===== config.mk =====
export PLATFORM = sky130hd
export DESIGN_NAME = cnn_conv1d_stage
export DESIGN_NICKNAME = d
export VERILOG_FILES = /design/src/rtl/cnn_pkg.sv /design/src/rtl/cnn_relu_sat.sv /design/src/rtl/cnn_conv1d_stage.sv
export SDC_FILE = /design/constraint.sdc
export NUM_CORES = 1
export LEC_CHECK = 0
export CAP_MARGIN = 10
export CORE_UTILIZATION = 58
export DETAILED_ROUTE_END_ITERATION = 7
export PLACE_DENSITY = 0.76
export SYNTH_ARGS = -nofsm -noshare
export SYNTH_HDL_FRONTEND = slang
export SYNTH_SLANG_ARGS = --single-unit

===== constraint.sdc =====
create_clock -name clk -period 12.9 [get_ports clk]
set_input_delay 1.29 -clock clk [delete_from_list [all_inputs] [get_ports clk]]
set_output_delay 1.29 -clock clk [all_outputs]
set_load 0.1 [all_outputs]

===== src/rtl/cnn_pkg.sv =====
`default_nettype none
// +----------------------------------------------------------------------+
// | cnn_pkg: shared widths, state encoding and sizing helpers for the     |
// | 1-D convolution stage.                                   Rev 1.0      |
// +----------------------------------------------------------------------+
package cnn_pkg;

    localparam int CNN_DATA_W = 13;
    localparam int CNN_COEF_W = 8;

    typedef enum logic [1:0] {
        ST_IDLE = 2'd0,
        ST_FILL = 2'd1,
        ST_RUN  = 2'd2,
        ST_DONE = 2'd3
    } state_t;

    // Full-precision sum of K signed products needs log2(K) growth bits.
    function automatic int acc_width(input int data_w, input int coef_w, input int taps);
        return data_w + coef_w + $clog2(taps);
    endfunction

    function automatic int addr_width(input int taps);
        return (taps > 1) ? $clog2(taps) : 1;
    endfunction

endpackage
`default_nettype wire


===== src/rtl/cnn_relu_sat.sv =====
`default_nettype none
// +----------------------------------------------------------------------+
// | cnn_relu_sat: arithmetic shift, ReLU and positive clamp of the        |
// | convolution accumulator.                                 Rev 1.0      |
// +----------------------------------------------------------------------+
module cnn_relu_sat #(
    parameter int ACC_W  = 23,
    parameter int DATA_W = 13,
    parameter int FRAC   = 0
) (
    input  logic signed [ACC_W-1:0]  acc,
    output logic signed [DATA_W-1:0] res
);

    localparam logic signed [ACC_W-1:0] MAX_POS =
        {{(ACC_W-DATA_W+1){1'b0}}, {(DATA_W-1){1'b1}}};

    logic signed [ACC_W-1:0] shifted;

    assign shifted = acc >>> FRAC;

    always_comb begin
        if (shifted < 0)
            res = '0;
        else if (shifted > MAX_POS)
            res = MAX_POS[DATA_W-1:0];
        else
            res = shifted[DATA_W-1:0];
    end

endmodule
`default_nettype wire


===== src/rtl/cnn_conv1d_stage.sv =====
`default_nettype none
// +----------------------------------------------------------------------+
// | cnn_conv1d_stage: streaming K-tap 1-D convolution, ReLU/saturate and  |
// | non-overlapping max-pool over one frame of N_IN samples.  Rev 1.0     |
// +----------------------------------------------------------------------+
module cnn_conv1d_stage
    import cnn_pkg::*;
#(
    parameter int DATA_W = CNN_DATA_W,
    parameter int COEF_W = CNN_COEF_W,
    parameter int K      = 3,
    parameter int N_IN   = 16,
    parameter int POOL   = 2,
    parameter int FRAC   = 0
) (
    input  logic                          clk,
    input  logic                          rst,
    input  logic                          w_wr,
    input  logic [addr_width(K)-1:0]      w_addr,
    input  logic signed [COEF_W-1:0]      w_data,
    input  logic                          in_valid,
    output logic                          in_ready,
    input  logic signed [DATA_W-1:0]      in_data,
    output logic                          out_valid,
    input  logic                          out_ready,
    output logic signed [DATA_W-1:0]      out_data,
    output logic                          done
);

    localparam int ACC_W = acc_width(DATA_W, COEF_W, K);
    localparam int CNT_W = $clog2(N_IN + 1);
    localparam int PW    = (POOL > 1) ? $clog2(POOL) : 1;

    state_t                   state, state_nx;
    logic signed [COEF_W-1:0] weights [K];
    logic signed [DATA_W-1:0] window  [K];
    logic signed [DATA_W-1:0] taps    [K];
    logic [CNT_W-1:0]         cnt;
    logic [PW-1:0]            pool_cnt;
    logic signed [DATA_W-1:0] pool_max, pool_cand, conv_res;
    logic signed [ACC_W-1:0]  acc;
    logic                     full;
    logic                     accept, frame_last, conv_valid, emit, out_pending_nx;

    // Once the whole frame is in, hold off the next frame until its result drains.
    assign in_ready       = (state != ST_DONE) && !full && (!out_valid || out_ready);
    assign accept         = in_valid && in_ready;
    assign frame_last     = accept && (cnt == CNT_W'(N_IN - 1));
    assign conv_valid     = accept && (cnt >= CNT_W'(K - 1));
    assign pool_cand      = (conv_res > pool_max) ? conv_res : pool_max;
    assign emit           = conv_valid && (pool_cnt == PW'(POOL - 1));
    assign out_pending_nx = emit || (out_valid && !out_ready);
    assign done           = (state == ST_DONE);

    // The convolution sees the window as it will be after this sample shifts in.
    always_comb begin
        taps[0] = in_data;
        for (int i = 1; i < K; i++)
            taps[i] = window[i-1];
    end

    always_comb begin
        acc = '0;
        for (int i = 0; i < K; i++)
            acc = acc + (ACC_W'(taps[i]) * ACC_W'(weights[i]));
    end

    cnn_relu_sat #(
        .ACC_W  (ACC_W),
        .DATA_W (DATA_W),
        .FRAC   (FRAC)
    ) u_relu_sat (
        .acc (acc),
        .res (conv_res)
    );

    always_comb begin
        state_nx = state;
        case (state)
            ST_IDLE: if (accept) state_nx = (K == 1) ? ST_RUN : ST_FILL;
            ST_FILL: if (accept && (cnt == CNT_W'(K - 1))) state_nx = ST_RUN;
            ST_RUN:  state_nx = ST_RUN;
            ST_DONE: state_nx = ST_IDLE;
            default: state_nx = ST_IDLE;
        endcase
        if ((state != ST_DONE) && (frame_last || full) && !out_pending_nx)
            state_nx = ST_DONE;
    end

    always_ff @(posedge clk) begin
        if (rst) begin
            state     <= ST_IDLE;
            cnt       <= '0;
            pool_cnt  <= '0;
            pool_max  <= '0;
            full      <= 1'b0;
            out_valid <= 1'b0;
            out_data  <= '0;
            for (int i = 0; i < K; i++) begin
                weights[i] <= '0;
                window[i]  <= '0;
            end
        end else begin
            state <= state_nx;

            if ((state == ST_IDLE) && w_wr && (32'(w_addr) < K))
                weights[w_addr] <= w_data;

            if (accept) begin
                window[0] <= in_data;
                for (int i = 1; i < K; i++)
                    window[i] <= window[i-1];
                cnt <= cnt + CNT_W'(1);
                if (frame_last)
                    full <= 1'b1;
            end

            if (conv_valid) begin
                if (emit) begin
                    pool_cnt <= '0;
                    pool_max <= '0;
                end else begin
                    pool_cnt <= pool_cnt + PW'(1);
                    pool_max <= pool_cand;
                end
            end

            if (emit) begin
                out_valid <= 1'b1;
                out_data  <= pool_cand;
            end else if (out_ready) begin
                out_valid <= 1'b0;
            end

            if (state == ST_DONE) begin
                cnt      <= '0;
                full     <= 1'b0;
                pool_cnt <= '0;
                pool_max <= '0;
            end
        end
    end

endmodule
`default_nettype wire


# ---- After elaboration in Yosys (flattened, before gate mapping)
# Memory sizes are Yosys's and may differ from the RTL's.
# Cells that the tools add are included.
dict set report totals {
  register_bits 36
  latch_bits 0
  ram_bits 63
  romBits 0
  out_inout_bits 16
  mem_count 2
}
# memory words word_bits read_ports rd_ports_with_merged_regs wr line_no
set memory_table {}
lappend memory_table {window 3 13 2 0 3 cnn_conv1d_stage.sv:36} ;# logic signed [DATA_W-1:0] window [K];
lappend memory_table {weights 3 8 3 0 3 cnn_conv1d_stage.sv:35} ;# logic signed [COEF_W-1:0] weights [K];
dict set report classes {
  addsub 4
  mul 3
  div 0
  n_lt_le_gt_ge 5
  n_eq_ne 8
  n_shift 0
  muxes 25
  bitwise_logic 3
  n_reduce_logical 25
}
# operator n
set ops {}
lappend ops {{13-bit 2-to-1 mux} 7}
lappend ops {{13-bit by 8-bit multiplier with 21-bit output} 3}
lappend ops {{22-bit by 21-bit adder with 23-bit output} 1}
lappend ops {{23-bit by 13-bit > comparator with 1-bit output, second input constant} 1}
lappend ops {{23-bit by 1-bit < comparator with 1-bit output, second input constant} 1}
lappend ops {{21-bit by 21-bit adder with 22-bit output} 1}
lappend ops {{13-bit > comparator} 1}
lappend ops {{1-bit logical AND} 12}
lappend ops {{1-bit 2-to-1 mux} 12}
lappend ops {{2-bit 2-to-1 mux} 4}
lappend ops {{8-bit 2-to-1 mux} 1}
lappend ops {{2-bit one-hot mux with 4 select lines} 1}
lappend ops {{8-bit OR reduction} 1}
lappend ops {{3-bit inequality test, second input constant} 2}
lappend ops {{5-bit by 1-bit adder with 5-bit output, second input constant} 1}
lappend ops {{5-bit by 2-bit == test with 1-bit output, second input constant} 1}
lappend ops {{5-bit by 4-bit == test with 1-bit output, second input constant} 1}
lappend ops {{5-bit by 2-bit >= comparator with 1-bit output, second input constant} 1}
lappend ops {{2-bit == test, second input constant} 2}
lappend ops {{1-bit logical NOT} 4}
lappend ops {{2-bit AND reduction} 2}
lappend ops {{1-bit logical OR} 3}
lappend ops {{1-bit bitwise OR} 3}
lappend ops {{2-bit by 1-bit == test with 1-bit output, second input constant} 1}
lappend ops {{other kinds (6)} 6}

# ---- Depth between registers and ports, before layout
dict set report depth {
  depth_word 11
  mapped_depth 39
  mapped_depth_nobuf 35
}

# ---- Modules after synthesis
# A second synthesis with hierarchy kept.
dict set report hier_totals {
  cells_unflattened 1664
  area_unflattened_um2 16072.9
}
# mod n_inst cells_per_inst area_per_inst_um2 seq_area_each_um2
set modules_own_cells {}
lappend modules_own_cells {cnn_conv1d_stage 1 1631 15856.5 2222.1}
lappend modules_own_cells {cnn_relu_sat 1 33 216.5 0.0}

# ---- Worst setup path before layout
# No wires, ideal clock.
dict set report synth_path {
  path_type {input-to-reg}
  start {input port in_data[11]}
  end {register out_data[4]}
  setup_time_ns 0.092
  arrival_ns 9.190
  required_time_ns 12.808
  path_slack_ns 3.618
  cell_stages 37
  n_path_buf 4
  cell_sequence {clkbuf_1 and2_1 fa_1 inv_1 fa_1 inv_1 fa_1 inv_1 fa_1 inv_1 fa_1 fa_1 inv_1 fa_1 inv_1 ha_1 buf_2 nand4_2 a211oi_1 o21ai_1 a21boi_1 o21ai_0 a2111oi_4 nand4_4 buf_6 nor2_2 nor2_1 ha_1 and3_1 nand3_1 o31ai_1 o21ai_0 o21ai_1 clkbuf_1 and3_1 a21oi_1 o32ai_1}
}
dict set report synth_between {
  elab_chain_len 8
}
# element line_no
set synth_lines {}
lappend synth_lines {{start: declaration} cnn_conv1d_stage.sv:23} ;# input logic signed [DATA_W-1:0] in_data,
lappend synth_lines {{13-bit by 8-bit multiplier with 21-bit output (*)} cnn_conv1d_stage.sv:65} ;# acc = acc + (ACC_W'(taps[i]) * ACC_W'(weights[i]));
lappend synth_lines {{21-bit by 21-bit adder with 22-bit output (*)} cnn_conv1d_stage.sv:65}
lappend synth_lines {{22-bit by 21-bit adder with 23-bit output (*)} cnn_conv1d_stage.sv:65}
lappend synth_lines {{23-bit by 13-bit > comparator with 1-bit output} cnn_relu_sat.sv:25} ;# else if (shifted > MAX_POS)
lappend synth_lines {{13-bit 2-to-1 mux} cnn_relu_sat.sv:25}
lappend synth_lines {{13-bit 2-to-1 mux (*)} cnn_relu_sat.sv:23} ;# if (shifted < 0)
lappend synth_lines {{13-bit > comparator} cnn_conv1d_stage.sv:50} ;# assign pool_cand = (conv_res > pool_max) ? conv_res : pool_max;
lappend synth_lines {{13-bit 2-to-1 mux (*)} cnn_conv1d_stage.sv:50}
lappend synth_lines {{end signal: assignment} cnn_conv1d_stage.sv:130} ;# out_data <= pool_cand;
lappend synth_lines {{end: declaration} cnn_conv1d_stage.sv:26} ;# output logic signed [DATA_W-1:0] out_data,
# Every way passes the cells marked *; elsewhere a longest branch is shown, timed or not.
# A chain may end at the register's enable or synchronous reset.

# ---- Worst setup path after layout
dict set report layout_path {
  start {input port in_data[11]}
  end {register pool_max[2]}
}
dict set report layout_between {
  elab_chain_len 9
}
# element line_no
set layout_lines {}
lappend layout_lines {{13-bit by 8-bit multiplier with 21-bit output (*)} cnn_conv1d_stage.sv:65}
lappend layout_lines {{21-bit by 21-bit adder with 22-bit output (*)} cnn_conv1d_stage.sv:65}
lappend layout_lines {{22-bit by 21-bit adder with 23-bit output (*)} cnn_conv1d_stage.sv:65}
lappend layout_lines {{23-bit by 13-bit > comparator with 1-bit output} cnn_relu_sat.sv:25}
lappend layout_lines {{13-bit 2-to-1 mux} cnn_relu_sat.sv:25}
lappend layout_lines {{13-bit 2-to-1 mux (*)} cnn_relu_sat.sv:23}
lappend layout_lines {{13-bit > comparator} cnn_conv1d_stage.sv:50}
lappend layout_lines {{13-bit 2-to-1 mux (*)} cnn_conv1d_stage.sv:50}
lappend layout_lines {{13-bit 2-to-1 mux (*)} cnn_conv1d_stage.sv:119} ;# if (emit) begin
lappend layout_lines {{end signal: assignment} cnn_conv1d_stage.sv:124} ;# pool_max <= pool_cand;
lappend layout_lines {{end: declaration} cnn_conv1d_stage.sv:40} ;# logic signed [DATA_W-1:0] pool_max, pool_cand, conv_res;
# Marks and branches as above.

==> summary.txt <==
Worst setup path
  • Startpoint Class: primary input
  • CP endpoint kind: flip-flop
  • Type of the worst setup path: in2reg
  • Most used cell, CP: fa_1
  • CP Max Fanout: 19
  • Critical path arrival: 11280 ps
  • WP data required: 13140 ps
  • R2R depth: 31
  • Worst path slowest cell: o21ai_1
  • Crit path largest cell delay: 800 ps

Logic synthesis
  • Synth area leaders: fa_1 (43%), inv_1 (9.6%), edfxtp_1 (9.5%), ha_1 (8.1%), and2_1 (7.5%)
  • Syn_nets: 2133
  • Yosys cell types: 60
  • Sequential cell area fraction in the yosys report: 14.0%
  • Post-Syn Instances: 1659
  • Synth top area share: 43.5%
  • Async set or reset register ratio after synthesis: 0%
  • EDFF count, synth: 50
  • Most used DFF post-synth: edfxtp_1
  • Largest area contributor in the netlist: fa_1
  • Syn Area/Cell: 9.55 um^2
  • Seq cells post-synth: 86
  • Syn. warnings: 0
  • Synthesized cell area: 15800 um^2

CTS
  • Postcts setup bufs: 0
  • Clock buffer count from CTS: 9
  • CTS resizes: 0
  • Clock tree buffer depth: 2
  • Hold_buf cts: 0
  • Max H-tree Level: 3
  • Root buf cell: clkbuf_16
  • TritonCTS sink count: 86
  • Clock latency on the worst-skew pair: 370 ps
  • CTS tree: built
  • Clock-pin slew on the worst setup and hold paths: 80 ps

STA
  • Setup TNS: 0 ps
  • Max-slew headroom: 25.4%
  • Hold_ws: 459 ps
  • RSZ-0062 raised after global routing: false
  • Final Skew: 16.4 ps
  • Worst Max-Slew Pin Slew: 1110 ps
  • Worst Slack Setup Final: 1870 ps
  • Period utilisation layout: 85.5%
  • Slew Limit Fails: 0
  • Final setup violation count: 0
  • Hold Vio Cnt, Final: 0
  • F_max: 90.6 MHz
  • Period minus WS final: 11030 ps

Floorplan
  • Die H: 167 um
  • Core Rows: 60
  • I/O Pins: 44
  • Die area: 28000 um^2
  • Core area: 26900 um^2
  • Initial Util: 58.9%
  • Overall die width: 167 um

Cells and area
  • Fin nets: 2138
  • Fillers: 2264
  • Layout area overhead: 6.15%
  • Antenna fix cells: 0
  • Fraction of layout cells with a size suffix above 1: 2.22%

Worst hold path
  • Worst min path class: reg2reg
  • Depth of the worst hold-timing path: 2

Placement
  • IO buf count: 43
  • GPL Wtd Cong: 0.880
  • Hpwl dp: 30.9 mm
  • Pre-CTS WS: 1580 ps

Global route
  • Overall routing resource usage: 28.7%
  • First-pass GRT wire length: 61.7 mm
  • Initial antenna violation count: 0
  • Largest net degree at the start of global routing: 27
  • Vias in the first global route: 12100
  • Overflow after GRT: 0

Drt
  • WL final: 36.8 mm
  • Antenna Nets Post-Route: 0
  • Pre-antenna DRT Iters: 5
  • Vias: 11000
  • DRT iter0 DRCs: 601
  • Vias per std cell: 5.46
  • Wirelength per Cell: 18.3 um
  • # DRC: 0

Job
  • Max-Cap Viols: 0

Run status
  • Status: finished, final reports clean
synthesized netlist by cell type, types with 4 or more instances:
library cell	instances
o21ai_0	23
edfxtp_1	50
and3_1	8
nor2_2	5
o21ai_1	15
nor3_1	4
dfxtp_1	36
a31oi_1	4
xor2_1	10
fa_1	344
or2_2	5
ha_1	102
a21oi_1	34
a21o_1	11
nor3b_1	5
a211oi_1	13
nand2_1	168
and2_1	191
inv_1	405
nand3_1	11
o32ai_1	5
nor2_1	80
nand2b_1	17
xnor2_1	20
clkbuf_1	44
critical path: cells and delay by family:
family,cells,cell delay [ps]
adders and majority gates,9,4430
buffers and inverters,7,930
AOI/OAI and AO/OA,10,2510
and+or+nand+nor,8,2120
cell families (layout without fill, tap and decap cells):
| family | after synthesis | in the layout | share of synthesized area (%) |
|---|---|---|---|
| DFF | 86 | 86 | 14.0 |
| and+or+nand+nor | 505 | 505 | 16.1 |
| adders and majority gates | 446 | 446 | 51.5 |
| xor gates and xnor gates | 30 | 30 | 1.66 |
| muxes | 2 | 2 | 0.126 |
| buffers and inverters | 457 | 467 | 11.0 |
| other | 1 | 1 | 0.0237 |
| AOI/OAI and AO/OA | 132 | 132 | 5.55 |
per-stage QoR:
| step | utilization, % | instances | instance area (um^2) |
|---|---|---|---|
| 6_report | 62.5 | 2010 | 16800 |
| 2_1_floorplan | - | 1659 | 15800 |
| 4_1_cts | 62.5 | 2010 | 16800 |
| 3_5_place_dp | 61.4 | 1994 | 16500 |
| 3_3_place_gp | 61.4 | 1994 | 16500 |
| 5_1_grt | 62.5 | 2010 | 16800 |
registers in the layout, summed over array words and instances, names as in the netlist:
signal and cells:
full 1, state 2, pool_max 13, out_data 13
pool_cnt 1, window 26, cnt 5, out_valid 1
weights 24
routing by layer:
metal  GRT usage (%)  share of wire, %  routed length, um  vias up
li1                -                 -                  -     4937
met1            37.7                41              15100     5579
met2            47.8                48              17700      370
met3            4.59               6.5               2410       95
met4            11.6               4.2               1560        0
met5               0                 0                  0        -
area by class of cell:
class                   instances  area (um^2)  area share [%]
clock inverters                 7         86.3           0.514
flip-flops and latches         86         2220            13.2
inverters                     406         1520            9.07
repair buffers                 45          445            2.65
well taps                     341          427            2.54
clock buffers                   9          225            1.34
multi-input cells            1116        11900            70.7
layout by cell type, fill, tap and decap left out, types with 3 or more instances in the layout:
| cell type | count |
|---|---|
| nor2_2 | 5 |
| inv_1 | 405 |
| and3_1 | 8 |
| o32ai_1 | 5 |
| a211oi_1 | 13 |
| clkbuf_16 | 9 |
| dfxtp_1 | 36 |
| nand4_1 | 3 |
| nand3_1 | 11 |
| nor3_1 | 4 |
| nand2_1 | 168 |
| ha_1 | 102 |
| a21o_1 | 11 |
| a31oi_1 | 4 |
| o21ai_1 | 16 |
| clkdlybuf4s50_1 | 43 |
| edfxtp_1 | 50 |
| and2_1 | 191 |
| xor2_1 | 10 |
| nor3b_1 | 5 |
| fa_1 | 344 |
| nor2_1 | 80 |
| or2_2 | 5 |
| o21a_1 | 3 |
| nor2b_1 | 3 |
| xnor2_1 | 20 |
| inv_6 | 3 |
| nand2b_1 | 17 |
| o21ai_0 | 22 |
| a21oi_1 | 34 |
path summary, 6_finish.rpt:
| check | slack [ps] | from | endpoint |
|---|---|---|---|
| setup / recovery | 1870 | in_data[11] | pool_max[2] |
| hold / removal | 460 | out_data[12] | out_data[12] |
| setup reg to reg | 2590 | weights[1][0] | pool_max[2] |
| hold reg to reg | 460 | out_data[12] | out_data[12] |
Power is not shown: default switching activity piles up to over one toggle a cycle in this logic, so the estimate is an artifact.
